===== src/rtl/tcb_arb_rr.sv =====
// Round-robin arbiter sharing one TCB subordinate between MN managers.
// Combinational grant, registered priority pointer/hold, DLY-deep response routing.
module tcb_arb_rr #(
  parameter int MN  = 4,
  parameter int ABW = 32,
  parameter int DBW = 32,
  parameter int SLW = 8,
  parameter int DLY = 1,
  localparam int BEW = DBW/SLW
) (
  input  logic              clk,
  input  logic              rst_n,
  input  logic [MN-1:0]     man_vld,
  input  logic [MN-1:0]     man_wen,
  input  logic [MN*ABW-1:0] man_adr,
  input  logic [MN*BEW-1:0] man_ben,
  input  logic [MN*DBW-1:0] man_wdt,
  output logic [MN-1:0]     man_rdy,
  output logic [MN*DBW-1:0] man_rdt,
  output logic [MN-1:0]     man_err,
  output logic              sub_vld,
  output logic              sub_wen,
  output logic [ABW-1:0]    sub_adr,
  output logic [BEW-1:0]    sub_ben,
  output logic [DBW-1:0]    sub_wdt,
  input  logic              sub_rdy,
  input  logic [DBW-1:0]    sub_rdt,
  input  logic              sub_err
);

  localparam int PW = (MN > 1) ? $clog2(MN) : 1;

  logic [PW-1:0] r_ptr;
  logic          r_hld;
  logic [PW-1:0] r_hix;

  logic [PW-1:0] w_gnt;
  logic [PW-1:0] w_cand;
  logic          w_any;
  logic          w_vld;
  logic          w_xfer;

  assign w_any  = |man_vld;
  assign w_vld  = w_any & rst_n;
  assign w_xfer = w_vld & sub_rdy;

  // Downward search so the last hit is the first valid port at or after r_ptr.
  always_comb begin
    w_gnt  = r_ptr;
    w_cand = r_ptr;
    if (r_hld && man_vld[r_hix]) begin
      w_gnt = r_hix;
    end else begin
      for (int k = MN-1; k >= 0; k--) begin
        w_cand = PW'((int'(r_ptr) + k) % MN);
        if (man_vld[w_cand]) w_gnt = w_cand;
      end
    end
  end

  always_comb begin
    sub_vld = w_vld;
    sub_wen = 1'b0;
    sub_adr = '0;
    sub_ben = '0;
    sub_wdt = '0;
    man_rdy = '0;
    if (w_vld) begin
      sub_wen = man_wen[w_gnt];
      sub_adr = man_adr[w_gnt*ABW +: ABW];
      sub_ben = man_ben[w_gnt*BEW +: BEW];
      sub_wdt = man_wdt[w_gnt*DBW +: DBW];
    end
    if (w_xfer) man_rdy[w_gnt] = 1'b1;
  end

  assign man_rdt = {MN{sub_rdt}};

  // Hold is re-derived every cycle: a stall latches the current grant, anything else releases it.
  always_ff @(posedge clk or negedge rst_n) begin
    if (!rst_n) begin
      r_ptr <= '0;
      r_hld <= 1'b0;
      r_hix <= '0;
    end else begin
      if (w_xfer) r_ptr <= PW'((int'(w_gnt) + 1) % MN);
      r_hld <= w_vld & ~sub_rdy;
      if (w_vld && !sub_rdy) r_hix <= w_gnt;
    end
  end

  generate
    if (DLY > 0) begin : g_pipe
      logic [DLY-1:0] r_pv;
      logic [PW-1:0]  r_pix [DLY];

      // Response pipeline stage 0 .. DLY-1
      always_ff @(posedge clk or negedge rst_n) begin
        if (!rst_n) begin
          r_pv <= '0;
        end else begin
          r_pv[0] <= w_xfer;
          for (int s = 1; s < DLY; s++) r_pv[s] <= r_pv[s-1];
        end
      end

      always_ff @(posedge clk) begin
        r_pix[0] <= w_gnt;
        for (int s = 1; s < DLY; s++) r_pix[s] <= r_pix[s-1];
      end

      always_comb begin
        man_err = '0;
        if (sub_err && r_pv[DLY-1]) man_err[r_pix[DLY-1]] = 1'b1;
      end
    end else begin : g_comb
      always_comb begin
        man_err = '0;
        if (sub_err && w_xfer) man_err[w_gnt] = 1'b1;
      end
    end
  endgenerate

endmodule


===== config.mk =====
export PLATFORM = sky130hd
export DESIGN_NAME = tcb_arb_rr
export DESIGN_NICKNAME = d
export VERILOG_FILES = /design/src/rtl/tcb_arb_rr.sv
export SDC_FILE = /design/constraint.sdc
export NUM_CORES = 1
export LEC_CHECK = 0
export BUFFER_PORTS_ARGS = -buffer_cell sky130_fd_sc_hd__buf_2
export CAP_MARGIN = 20
export CORE_AREA = 4 4 199 201
export DETAILED_ROUTE_END_ITERATION = 8
export DIE_AREA = 0 0 203 205
export PLACE_DENSITY = 0.39
export SLEW_MARGIN = 20
export SYNTH_ARGS = -nofsm -noshare
export SYNTH_HDL_FRONTEND = slang
export SYNTH_SLANG_ARGS = --single-unit

===== constraint.sdc =====
create_clock -name clk -period 3.2 [get_ports clk]
set_input_delay 0.32 -clock clk [delete_from_list [all_inputs] [get_ports clk]]
set_output_delay 0.32 -clock clk [all_outputs]
set_load 0.02 [all_outputs]

; Word-level counts from Yosys, hierarchy flattened
; Memories as Yosys holds them, arrays and structs flattened.
; Index checks and enable logic that the tools add are counted.
[word_totals]
mem_bits_rw = 2
output_inout_bits = 206
mem_count = 1
in_bits = 316
ff_bits = 6
wordCells = 59
[classes]
mux = 27
shifts = 3
n_reduce_logical = 7
add_sub_neg = 4
bitwise_logic = 4
order_cmp = 9
[mem_list]
columns = name, depth, word_bits, rd, rd_clocked_by_memory_dff, wr, line
row1 = g_pipe.r_pix, 1, 2, 1, 0, 1, 95  ; logic [PW-1:0] r_pix [DLY];
[op_table]
columns = operator, n
row1 = indexed part select 128 x 8 -> 32 bit, 2
row2 = two-way mux 32 bit, 2
row3 = "< comparator 2 x 3 -> 1 bit, second input constant", 7
row4 = indexed part select 16 x 5 -> 4 bit, 1
row5 = binary-select mux 1 bit (select 2 bit), 6
row6 = two-way mux 4 bit, 3
row7 = two-way mux 2 bit, 5
row8 = two-way mux 1 bit, 9
row9 = logical AND 1 bit, 5
row10 = "adder 2 x 1 -> 2 bit, second input constant", 2
row11 = "adder 2 bit, second input constant", 2
row12 = demux 1 bit (select 2 bit), 2
row13 = "greater-or-equal comparator 2 x 1 -> 1 bit, second input constant", 2
row14 = OR reduction 4 bit, 1
row15 = AND 1 bit, 3
row16 = logical NOT 1 bit, 1
row17 = NOT 1 bit, 1

; Longest topological paths before layout
; Gate-level depths: netlist (run 1).
[depth]
depth_word = 13
depth_mapped = 11
ltp_nobuf = 7

; Worst setup path after synthesis (run 1)
; Ideal clock, no wire load.
[synth_timing]
kind = register to output
startpoint = register r_hix[0]
endpoint = output port sub_adr[21]
required_ps = 2880
arrival_time_ps = 1993
stages_incl_launch_ff = 10
slack_ps = 887
n_path_buf = 3
cell_sequence = dfrtp_1 -> mux2_4 -> nand3b_4 -> o211ai_2 -> o22a_4 -> nand2b_4 -> buf_6 -> buf_6 -> buf_6 -> o22ai_1
[synth_via]
elab_chain_len = 6
[synth_lines]
columns = element, line
row1 = start: declaration, 35  ; logic [PW-1:0] r_hix;
row2 = start signal: assignment, 88  ; if (w_vld && !sub_rdy) r_hix <= w_gnt;
row3 = binary-select mux 1 bit (select 2 bit), 51  ; if (r_hld && man_vld[r_hix]) begin
row4 = two-way mux 1 bit (implied by the code), 51
row5 = logical AND 1 bit, 51
row6 = two-way mux 2 bit (*), 51
row7 = indexed part select 128 x 8 -> 32 bit (*), 70  ; sub_adr = man_adr[w_gnt*ABW +: ABW];
row8 = two-way mux 32 bit (*), 68  ; if (w_vld) begin
row9 = end: declaration, 23  ; output logic [ABW-1:0] sub_adr,
; Mark *: on every way between the ends. The rest lies on a longest branch, timed or not. The select of a mux whose other input is x is not followed.

; Worst setup path after layout (run 1)
[layout_timing]
startpoint = register r_hix[0]
endpoint = output port sub_adr[1]
; The elaborated chain is that of the path after synthesis.

==> impl_results.html, run 1 <==
<table>
<tr><th>Metric</th><th>Value</th></tr>
<tr><th colspan="2">Synthesis</th></tr>
<tr><td>Instance count of the mapped netlist</td><td>428</td></tr>
<tr><td>Syn. warnings</td><td>0</td></tr>
<tr><td>Average cell area after synthesis</td><td>8.612 um2</td></tr>
<tr><td>Cell Area, Synth</td><td>0.003686 mm2</td></tr>
<tr><td>Mux cell area share after synthesis</td><td>38.73%</td></tr>
<tr><td>Compound-cell area share of the yosys netlist</td><td>15.14%</td></tr>
<tr><td>Most area-consuming cells after synthesis</td><td>sky130_fd_sc_hd__mux2i_1, sky130_fd_sc_hd__buf_4, sky130_fd_sc_hd__o22ai_1</td></tr>
<tr><td>Largest family of logic cells by synthesized area</td><td>multiplexers</td></tr>
<tr><td>Share of the synthesized area in the top cell type</td><td>38.02%</td></tr>
<tr><td>Xor/xnor cell area share of the yosys netlist</td><td>0%</td></tr>
<tr><td>Cell accounting for the most synthesized area</td><td>sky130_fd_sc_hd__mux2i_1</td></tr>
<tr><td>Flops &amp; latches, synth</td><td>8</td></tr>
<tr><td>Synth Area in Simple Gates</td><td>4.039%</td></tr>
<tr><td>Share of synthesized cell area in full adder, half adder and majority cells</td><td>1.358%</td></tr>
<tr><td>Sequential cell area fraction in the yosys report</td><td>5.160%</td></tr>
<tr><td>Net count after synthesis</td><td>748</td></tr>
<tr><td>Post-synthesis cell type count</td><td>38</td></tr>
<tr><th colspan="2">Clock tree</th></tr>
<tr><td>Num CTS Buffers</td><td>3</td></tr>
<tr><td>CTS root buffer</td><td>sky130_fd_sc_hd__clkbuf_16</td></tr>
<tr><td>CTS clock-pin slew for the worst setup and hold paths</td><td>0.04 ns</td></tr>
<tr><td>CTS sink count</td><td>8</td></tr>
<tr><td>CTS H-Tree Depth</td><td>1</td></tr>
<tr><td>Clock latency at the later pin of the worst-skew pair</td><td>0.23 ns</td></tr>
<tr><td>TritonCTS clock tree</td><td>yes</td></tr>
<tr><td>Buffers from clock root to sink, at most</td><td>2</td></tr>
<tr><td>Setup repair bufs after CTS</td><td>0</td></tr>
<tr><th colspan="2">Power and ir drop</th></tr>
<tr><td>Power density cells</td><td>662.6 mW/mm2</td></tr>
<tr><td>Static leakage</td><td>2.870 nW</td></tr>
<tr><td>Proportion of total power due to net switching</td><td>53.77%</td></tr>
<tr><td>Power dissipated by switching net loads</td><td>1.824 mW</td></tr>
<tr><td>Internal portion of total power</td><td>1.568 mW</td></tr>
<tr><td>Sequential Power Share</td><td>5.4%</td></tr>
<tr><td>Comb pwr share</td><td>88.3%</td></tr>
<tr><td>IR Drop Worst-Case VDD</td><td>0.2592 mV</td></tr>
<tr><td>Overall Power</td><td>3.391 mW</td></tr>
<tr><td>Clk network pwr share</td><td>6.3%</td></tr>
<tr><th colspan="2">Global route</th></tr>
<tr><td>Number of global-route vias before repair</td><td>4,159</td></tr>
<tr><td>Pin count of the biggest net entering global routing</td><td>54</td></tr>
<tr><td>Sum of overflow across all layers after global routing</td><td>0</td></tr>
<tr><td>Initial antenna violation count</td><td>5</td></tr>
<tr><td>First-pass GRT wire length</td><td>25.19 mm</td></tr>
<tr><td>Global routing usage summed across all routing layers</td><td>7.782%</td></tr>
<tr><th colspan="2">Placement</th></tr>
<tr><td>Port Buffers</td><td>361</td></tr>
<tr><td>Worst setup slack after placement</td><td>0.3049 ns</td></tr>
<tr><td>Total half-perimeter wirelength after legalization and detailed placement</td><td>15.94 mm</td></tr>
<tr><td>Final weighted congestion in routability-driven placement</td><td>0.7141</td></tr>
<tr><td>Total instance count after detailed placement</td><td>1,150</td></tr>
<tr><th colspan="2">Detailed routing</th></tr>
<tr><td>First-pass iteration count of the detailed router</td><td>4</td></tr>
<tr><td>Drt wl/cell</td><td>16.02 um</td></tr>
<tr><td>Vias after detailed routing</td><td>3,970</td></tr>
<tr><td>Final routed wirelength across all metal layers</td><td>18.55 mm</td></tr>
<tr><td>Initial DRC Count</td><td>192</td></tr>
<tr><td>Residual antenna-violating net count after detailed routing</td><td>0</td></tr>
<tr><td>Vias per std cell</td><td>3.428</td></tr>
<tr><td>Residual DRC</td><td>0</td></tr>
<tr><th colspan="2">STA</th></tr>
<tr><td>Tightest slew margin relative to the limit</td><td>64.64%</td></tr>
<tr><td>Final cycle utilization of the critical path</td><td>95.24%</td></tr>
<tr><td>Sum of negative setup slack</td><td>0 ns</td></tr>
<tr><td>Final max-slew violation count</td><td>0</td></tr>
<tr><td>Clock Skews</td><td>0.004295 ns</td></tr>
<tr><td>Worst-case setup margin in the final layout</td><td>0.1523 ns</td></tr>
<tr><td>Highest attainable clock frequency</td><td>328.1 MHz</td></tr>
<tr><td>Min cycle time layout</td><td>3.048 ns</td></tr>
<tr><td>Unrepaired setup endpoints after global routing</td><td>false</td></tr>
<tr><td>Worst-margin pin slew</td><td>0.5304 ns</td></tr>
<tr><td>Final setup violation count</td><td>0</td></tr>
<tr><td>Hold Violations, Final</td><td>0</td></tr>
<tr><th colspan="2">Critical path</th></tr>
<tr><td>Crit path required time</td><td>2.88 ns</td></tr>
<tr><td>Kind of cell with the highest combined delay on the critical path</td><td>multiplexers</td></tr>
<tr><td>Crit path capture type</td><td>output port</td></tr>
<tr><td>Highest fanout seen on the critical path</td><td>27</td></tr>
<tr><td>Startpoint type of the worst setup path</td><td>flop</td></tr>
<tr><td>Category of the critical setup timing path</td><td>flop to output port</td></tr>
<tr><td>Crit path cell chain</td><td>mux2_4 -&gt; nand3b_4 -&gt; o21ai_1 -&gt; mux2i_4 -&gt; buf_12 -&gt; buf_16 -&gt; mux2i_1 -&gt; o22ai_1 -&gt; buf_2</td></tr>
<tr><td>Data arrival time of the worst path</td><td>2.73 ns</td></tr>
<tr><td>Number of buffer and inverter instances along the worst setup path</td><td>3</td></tr>
<tr><td>Library cell contributing the largest single delay on the critical path</td><td>sky130_fd_sc_hd__dfrtp_1</td></tr>
<tr><td>Slowest cell delay on critical path</td><td>0.44 ns</td></tr>
<tr><th colspan="2">Status</th></tr>
<tr><td>Run status</td><td>complete, no violations</td></tr>
<tr><th colspan="2">Final layout</th></tr>
<tr><td>Area growth syn-to-layout</td><td>38.83%</td></tr>
<tr><td>Fill cells</td><td>4,381</td></tr>
<tr><td># nets final</td><td>966</td></tr>
<tr><td>Area of the multi-input gates</td><td>0.002203 mm2</td></tr>
<tr><td>Fraction of final layout cells with drive strength greater than 1</td><td>60.16%</td></tr>
<tr><td>Commonest non-fill, non-tap cell in the layout</td><td>sky130_fd_sc_hd__buf_2</td></tr>
<tr><td>Sequential cell area</td><td>190.2 um2</td></tr>
<tr><td>Final core occ</td><td>13.62%</td></tr>
<tr><td>Leading cell types in the layout, fill and taps excluded</td><td>sky130_fd_sc_hd__buf_2, sky130_fd_sc_hd__mux2i_1, sky130_fd_sc_hd__o22ai_1</td></tr>
<tr><td>Final instance count without filler cells</td><td>1,158</td></tr>
<tr><th colspan="2">Die</th></tr>
<tr><td>Std-Cell Rows</td><td>71</td></tr>
<tr><td>Number of top-level pins</td><td>522</td></tr>
<tr><td>Initial core utilization</td><td>9.809%</td></tr>
<tr><td>Die extent in x</td><td>203 um</td></tr>
<tr><td>Overall die area</td><td>0.04162 mm2</td></tr>
<tr><td>Height of the die</td><td>205 um</td></tr>
<tr><td>Floorplan core area</td><td>0.03758 mm2</td></tr>
<tr><th colspan="2">Worst hold path</th></tr>
<tr><td>Class of the worst hold path</td><td>primary input to flop</td></tr>
<tr><th colspan="2">Flow run</th></tr>
<tr><td>Max-cap violations</td><td>0</td></tr>
</table>
cells in the mapped netlist (all sizes together):
cell type,n
a211o,1
a211oi,2
a21oi,2
a221oi,1
a22o,1
and2,1
and3,4
buf,150
clkbuf,11
dfrtp,6
dfxtp,2
ha,4
inv,5
mux2,2
mux2i,140
nand2,5
nand2b,1
nand3,1
nand3b,1
nand4,1
nor2,6
nor2b,3
nor3,2
o211ai,2
o21ai,2
o21ba,1
o22a,1
o22ai,69
o41a,1
metrics by stage:
step / hold WS, ns / area, um2
floorplan: 0.02441 / 3686
global placement: 0.1726 / 4990
detailed placement: 0.1745 / 4990
CTS: 0.3916 / 5079
global route: 0.4247 / 5115
finish: 0.3967 / 5117
registers in the layout (all words and copies together) (netlist names):
| signal | flops |
|---|---|
| r_hix | 2 |
| g_pipe.r_pv | 1 |
| r_ptr | 2 |
| r_hld | 1 |
| g_pipe.r_pix | 2 |
worst paths after layout:
check	from	end	slack (ns)	cells after the start
max in group asynchronous	rst_n	g_pipe.r_pv	2.54	2
hold reg to reg	r_hix[1]	r_hix[1]	0.58	2
setup / recovery	r_hix[0]	sub_adr[1]	0.15	9
setup reg to reg	r_hix[0]	r_ptr[1]	0.86	8
min in group asynchronous	rst_n	r_hix[0]	0.49	2
hold / removal	sub_rdy	r_hld	0.40	2
routing by layer:
layer | up-vias | wire [um] | GRT usage [%]
met5 | - | 44 | 0
met4 | 6 | 575 | 2.764
met3 | 75 | 1962 | 2.438
met2 | 257 | 9573 | 14.60
met1 | 1749 | 6393 | 8.176
li1 | 1883 | - | -
repair_timing:
| action | CTS | global route |
|---|---|---|
| gates resized for setup | 0 | 2 |
| hold buffers | 1 | 0 |
| setup endpoints to repair | 0 | 3 |
| hold endpoints to repair | 6 | 0 |
power by group through the flow:
stage | registers [mW] | clock network, mW | logic, mW
after floorplan | 0.169 | 0 | 2.47
after global placement | 0.183 | 0 | 2.97
after detailed placement | 0.183 | 0 | 2.98
after CTS | 0.182 | 0.222 | 2.99
after global routing | 0.189 | 0.230 | 3.22
final | 0.182 | 0.215 | 2.99
cell type report:
| cell class | count | area share [%] |
|---|---|---|
| Inverter | 5 | 0.3667 |
| Sequential cell | 8 | 3.716 |
| Clock buffer | 4 | 1.540 |
| Tap cell | 511 | 12.49 |
| Antenna cell | 2 | 0.09780 |
| Timing Repair Buffer | 374 | 38.73 |
| Multi-Input combinational cell | 254 | 43.06 |
cell families (layout without fill, tap and decap cells):
logic type               count (synthesis)  in the layout
AO/OA/AOI/OAI                           83             83
adder cells (fa/ha/maj)                  4              4
buffers and inverters                  166            383
flip-flops                               8              8
multiplexers                           142            142
other                                    0              2
AND/OR/NAND/NOR                         25             25
(Power assumes the default switching activity.)
==> inputs of run 2 (changes only) <==
PLACE_DENSITY = 0.41   (was 0.39)
==> impl_results.html, run 2 (same netlist as run 1, synthesis figures left out) <==
<table>
<tr><th>Metric</th><th>Value</th></tr>
<tr><th colspan="2">Global route</th></tr>
<tr><td>Number of global-route vias before repair</td><td>4,066 (-2.2%)</td></tr>
<tr><td>Pin count of the biggest net entering global routing</td><td>55 (+1.9%)</td></tr>
<tr><td>Global routing usage summed across all routing layers</td><td>6.706% (-1.1 points)</td></tr>
<tr><td>First-pass GRT wire length</td><td>22.49 mm (-11%)</td></tr>
<tr><td>Initial antenna violation count</td><td>0 (-5)</td></tr>
<tr><td>Sum of overflow across all layers after global routing</td><td>0 (unchanged)</td></tr>
<tr><th colspan="2">Die</th></tr>
<tr><td>Number of top-level pins</td><td>522 (unchanged)</td></tr>
<tr><td>Floorplan core area</td><td>0.03758 mm2 (unchanged)</td></tr>
<tr><td>Die extent in x</td><td>203 um (unchanged)</td></tr>
<tr><td>Std-Cell Rows</td><td>71 (unchanged)</td></tr>
<tr><td>Height of the die</td><td>205 um (unchanged)</td></tr>
<tr><td>Overall die area</td><td>0.04162 mm2 (unchanged)</td></tr>
<tr><td>Initial core utilization</td><td>9.809% (unchanged)</td></tr>
<tr><th colspan="2">Critical path</th></tr>
<tr><td>Library cell contributing the largest single delay on the critical path</td><td>sky130_fd_sc_hd__dfrtp_1</td></tr>
<tr><td>Crit path capture type</td><td>output port</td></tr>
<tr><td>Startpoint type of the worst setup path</td><td>flop</td></tr>
<tr><td>Data arrival time of the worst path</td><td>2.69 ns (-0.04 ns)</td></tr>
<tr><td>Highest fanout seen on the critical path</td><td>54 (+100%)</td></tr>
<tr><td>Crit path required time</td><td>2.88 ns (about the same)</td></tr>
<tr><td>Slowest cell delay on critical path</td><td>0.45 ns (about the same)</td></tr>
<tr><td>Category of the critical setup timing path</td><td>flop to output port</td></tr>
<tr><td>Crit path cell chain</td><td>mux2_4 -&gt; nand3b_4 -&gt; o21ai_1 -&gt; mux2i_4 -&gt; buf_12 -&gt; buf_4 -&gt; mux2i_1 -&gt; o22ai_1 -&gt; buf_2</td></tr>
<tr><th colspan="2">STA</th></tr>
<tr><td>Sum of negative setup slack</td><td>0 ns (unchanged)</td></tr>
<tr><td>Worst-margin pin slew</td><td>0.4345 ns (-0.09589 ns)</td></tr>
<tr><td>Clock Skews</td><td>0.001376 ns (-0.002918 ns)</td></tr>
<tr><td>Final setup violation count</td><td>0 (unchanged)</td></tr>
<tr><td>Hold Violations, Final</td><td>0 (unchanged)</td></tr>
<tr><td>Unrepaired setup endpoints after global routing</td><td>false</td></tr>
<tr><td>Tightest slew margin relative to the limit</td><td>70.20% (+5.6 points)</td></tr>
<tr><td>Min cycle time layout</td><td>3.006 ns (-0.04212 ns)</td></tr>
<tr><td>Final max-slew violation count</td><td>0 (unchanged)</td></tr>
<tr><td>Highest attainable clock frequency</td><td>332.7 MHz (+1.4%)</td></tr>
<tr><td>Final cycle utilization of the critical path</td><td>93.92% (-1.3 points)</td></tr>
<tr><th colspan="2">Clock tree</th></tr>
<tr><td>Hold_buf cts</td><td>1 (unchanged)</td></tr>
<tr><td>CTS sink count</td><td>8 (unchanged)</td></tr>
<tr><td>CTS root buffer</td><td>sky130_fd_sc_hd__clkbuf_16</td></tr>
<tr><td>CTS H-Tree Depth</td><td>1 (unchanged)</td></tr>
<tr><td>Num CTS Buffers</td><td>3 (unchanged)</td></tr>
<tr><td>Count of cells resized by post-cts repair</td><td>0 (unchanged)</td></tr>
<tr><td>Buffers from clock root to sink, at most</td><td>2 (unchanged)</td></tr>
<tr><td>CTS clock-pin slew for the worst setup and hold paths</td><td>0.04 ns (about the same)</td></tr>
<tr><td>TritonCTS clock tree</td><td>yes</td></tr>
<tr><td>Setup repair bufs after CTS</td><td>0 (unchanged)</td></tr>
<tr><td>Clock latency at the later pin of the worst-skew pair</td><td>0.23 ns (about the same)</td></tr>
<tr><th colspan="2">Detailed routing</th></tr>
<tr><td>Vias per std cell</td><td>3.384 (-1.3%)</td></tr>
<tr><td>Drt wl/cell</td><td>13.89 um (-13%)</td></tr>
<tr><td>First-pass iteration count of the detailed router</td><td>6 (+2)</td></tr>
<tr><td>Initial DRC Count</td><td>187 (-2.6%)</td></tr>
<tr><td>Final routed wirelength across all metal layers</td><td>16.10 mm (-13%)</td></tr>
<tr><td>Residual antenna-violating net count after detailed routing</td><td>0 (unchanged)</td></tr>
<tr><td>Vias after detailed routing</td><td>3,922 (-1.2%)</td></tr>
<tr><td>Residual DRC</td><td>0 (unchanged)</td></tr>
<tr><th colspan="2">Final layout</th></tr>
<tr><td>Commonest non-fill, non-tap cell in the layout</td><td>sky130_fd_sc_hd__buf_2</td></tr>
<tr><td>Post-Layout Inst Area</td><td>0.005124 mm2 (+0.12%)</td></tr>
<tr><td>Registers with the most flip-flops</td><td>g_pipe.r_pix (2), r_hix (2), r_ptr (2)</td></tr>
<tr><td>Fill cells</td><td>4,344 (-0.84%)</td></tr>
<tr><td>Leading cell types in the layout, fill and taps excluded</td><td>sky130_fd_sc_hd__buf_2, sky130_fd_sc_hd__mux2i_1, sky130_fd_sc_hd__o22ai_1</td></tr>
<tr><td>Final instance count without filler cells</td><td>1,159 (+0.086%)</td></tr>
<tr><td># nets final</td><td>968 (+0.21%)</td></tr>
<tr><td>Fraction of final layout cells with drive strength greater than 1</td><td>60.12% (about the same)</td></tr>
<tr><td>Area growth syn-to-layout</td><td>39.00%</td></tr>
<tr><th colspan="2">Power and ir drop</th></tr>
<tr><td>Power density cells</td><td>637.8 mW/mm2 (-3.7%)</td></tr>
<tr><td>IR Drop Worst-Case VDD</td><td>0.3583 mV (+38%)</td></tr>
<tr><td>Static leakage</td><td>2.874 nW (+0.14%)</td></tr>
<tr><td>Overall Power</td><td>3.268 mW (-3.6%)</td></tr>
<tr><th colspan="2">Placement</th></tr>
<tr><td>Total instance count after detailed placement</td><td>1,153 (+0.26%)</td></tr>
<tr><td>Port Buffers</td><td>361 (unchanged)</td></tr>
<tr><td>Total half-perimeter wirelength after legalization and detailed placement</td><td>14.02 mm (-12%)</td></tr>
<tr><td>Final weighted congestion in routability-driven placement</td><td>0.7301 (+2.2%)</td></tr>
<tr><td>Cell area after placement</td><td>0.005032 mm2 (+0.85%)</td></tr>
<tr><th colspan="2">Status</th></tr>
<tr><td>Run status</td><td>complete, no violations</td></tr>
<tr><th colspan="2">Worst hold path</th></tr>
<tr><td>Class of the worst hold path</td><td>primary input to flop</td></tr>
<tr><th colspan="2">Flow run</th></tr>
<tr><td>Max-cap violations</td><td>0 (unchanged)</td></tr>
</table>
-- run 2: worst paths after layout --
check                          from    endpoint  slack (ns)  cells after the start
max                        r_hix[0]  sub_adr[1]        0.19                      9
min                         sub_rdy       r_hld        0.36                      2
max reg2reg                r_hix[0]    r_ptr[1]        0.79                      8
min reg2reg                r_hix[1]    r_hix[1]        0.56                      2
max in group asynchronous     rst_n    r_ptr[0]        2.56                      2
min in group asynchronous     rst_n       r_hld        0.48                      2
-- run 2: stage by stage --
step | util [%] | hold WS, ns | worst slack, ns
detailed placement | 13.39 | 0.1649 | 0.3160
global route | 13.63 | 0.3875 | 0.001804
global placement | 13.39 | 0.1658 | 0.3846
CTS | 13.63 | 0.3671 | 0.06968
finish | 13.64 | 0.3635 | 0.1944
floorplan | - | 0.02441 | 0.8873
-- run 2: area by class of cell --
class	instances	area, um2	area share [%]
Inverter	5	18.77	0.3663
Multi-Input combinational cell	254	2197	42.88
Antenna cell	1	2.502	0.04884
Tap cell	511	639.4	12.48
Sequential cell	8	190.2	3.712
Clock buffer	4	78.83	1.538
Timing Repair Buffer	376	1997	38.97
-- run 2: worst max-delay path, delay by kind of cell (launching register included) --
family                 cells  cell delay (ns)
multiplexers               3             0.82
buffers and inverters      3             0.76
flip-flops                 1             0.45
AO/OA/AOI/OAI              2             0.26
AND/OR/NAND/NOR            1             0.08
-- run 2: layer usage --
layer / up-vias / part of all wire, % / wire, um / track usage, %
met2: 261 / 52 / 8386 / 12.94
met1: 1725 / 33 / 5374 / 6.764
met5: - / 0 / 0 / 0
met3: 54 / 11 / 1788 / 2.137
li1: 1882 / - / - / -
met4: 0 / 3.4 / 550 / 2.304
-- run 2: power by group --
group | leakage, nW | switching [mW] | internal (mW) | total (mW)
Sequential | 0.0886 | 0.0458 | 0.137 | 0.183
Combinational | 2.75 | 1.61 | 1.26 | 2.87
Clock | 0.0382 | 0.0457 | 0.166 | 0.211
Total | 2.87 | 1.70 | 1.57 | 3.27
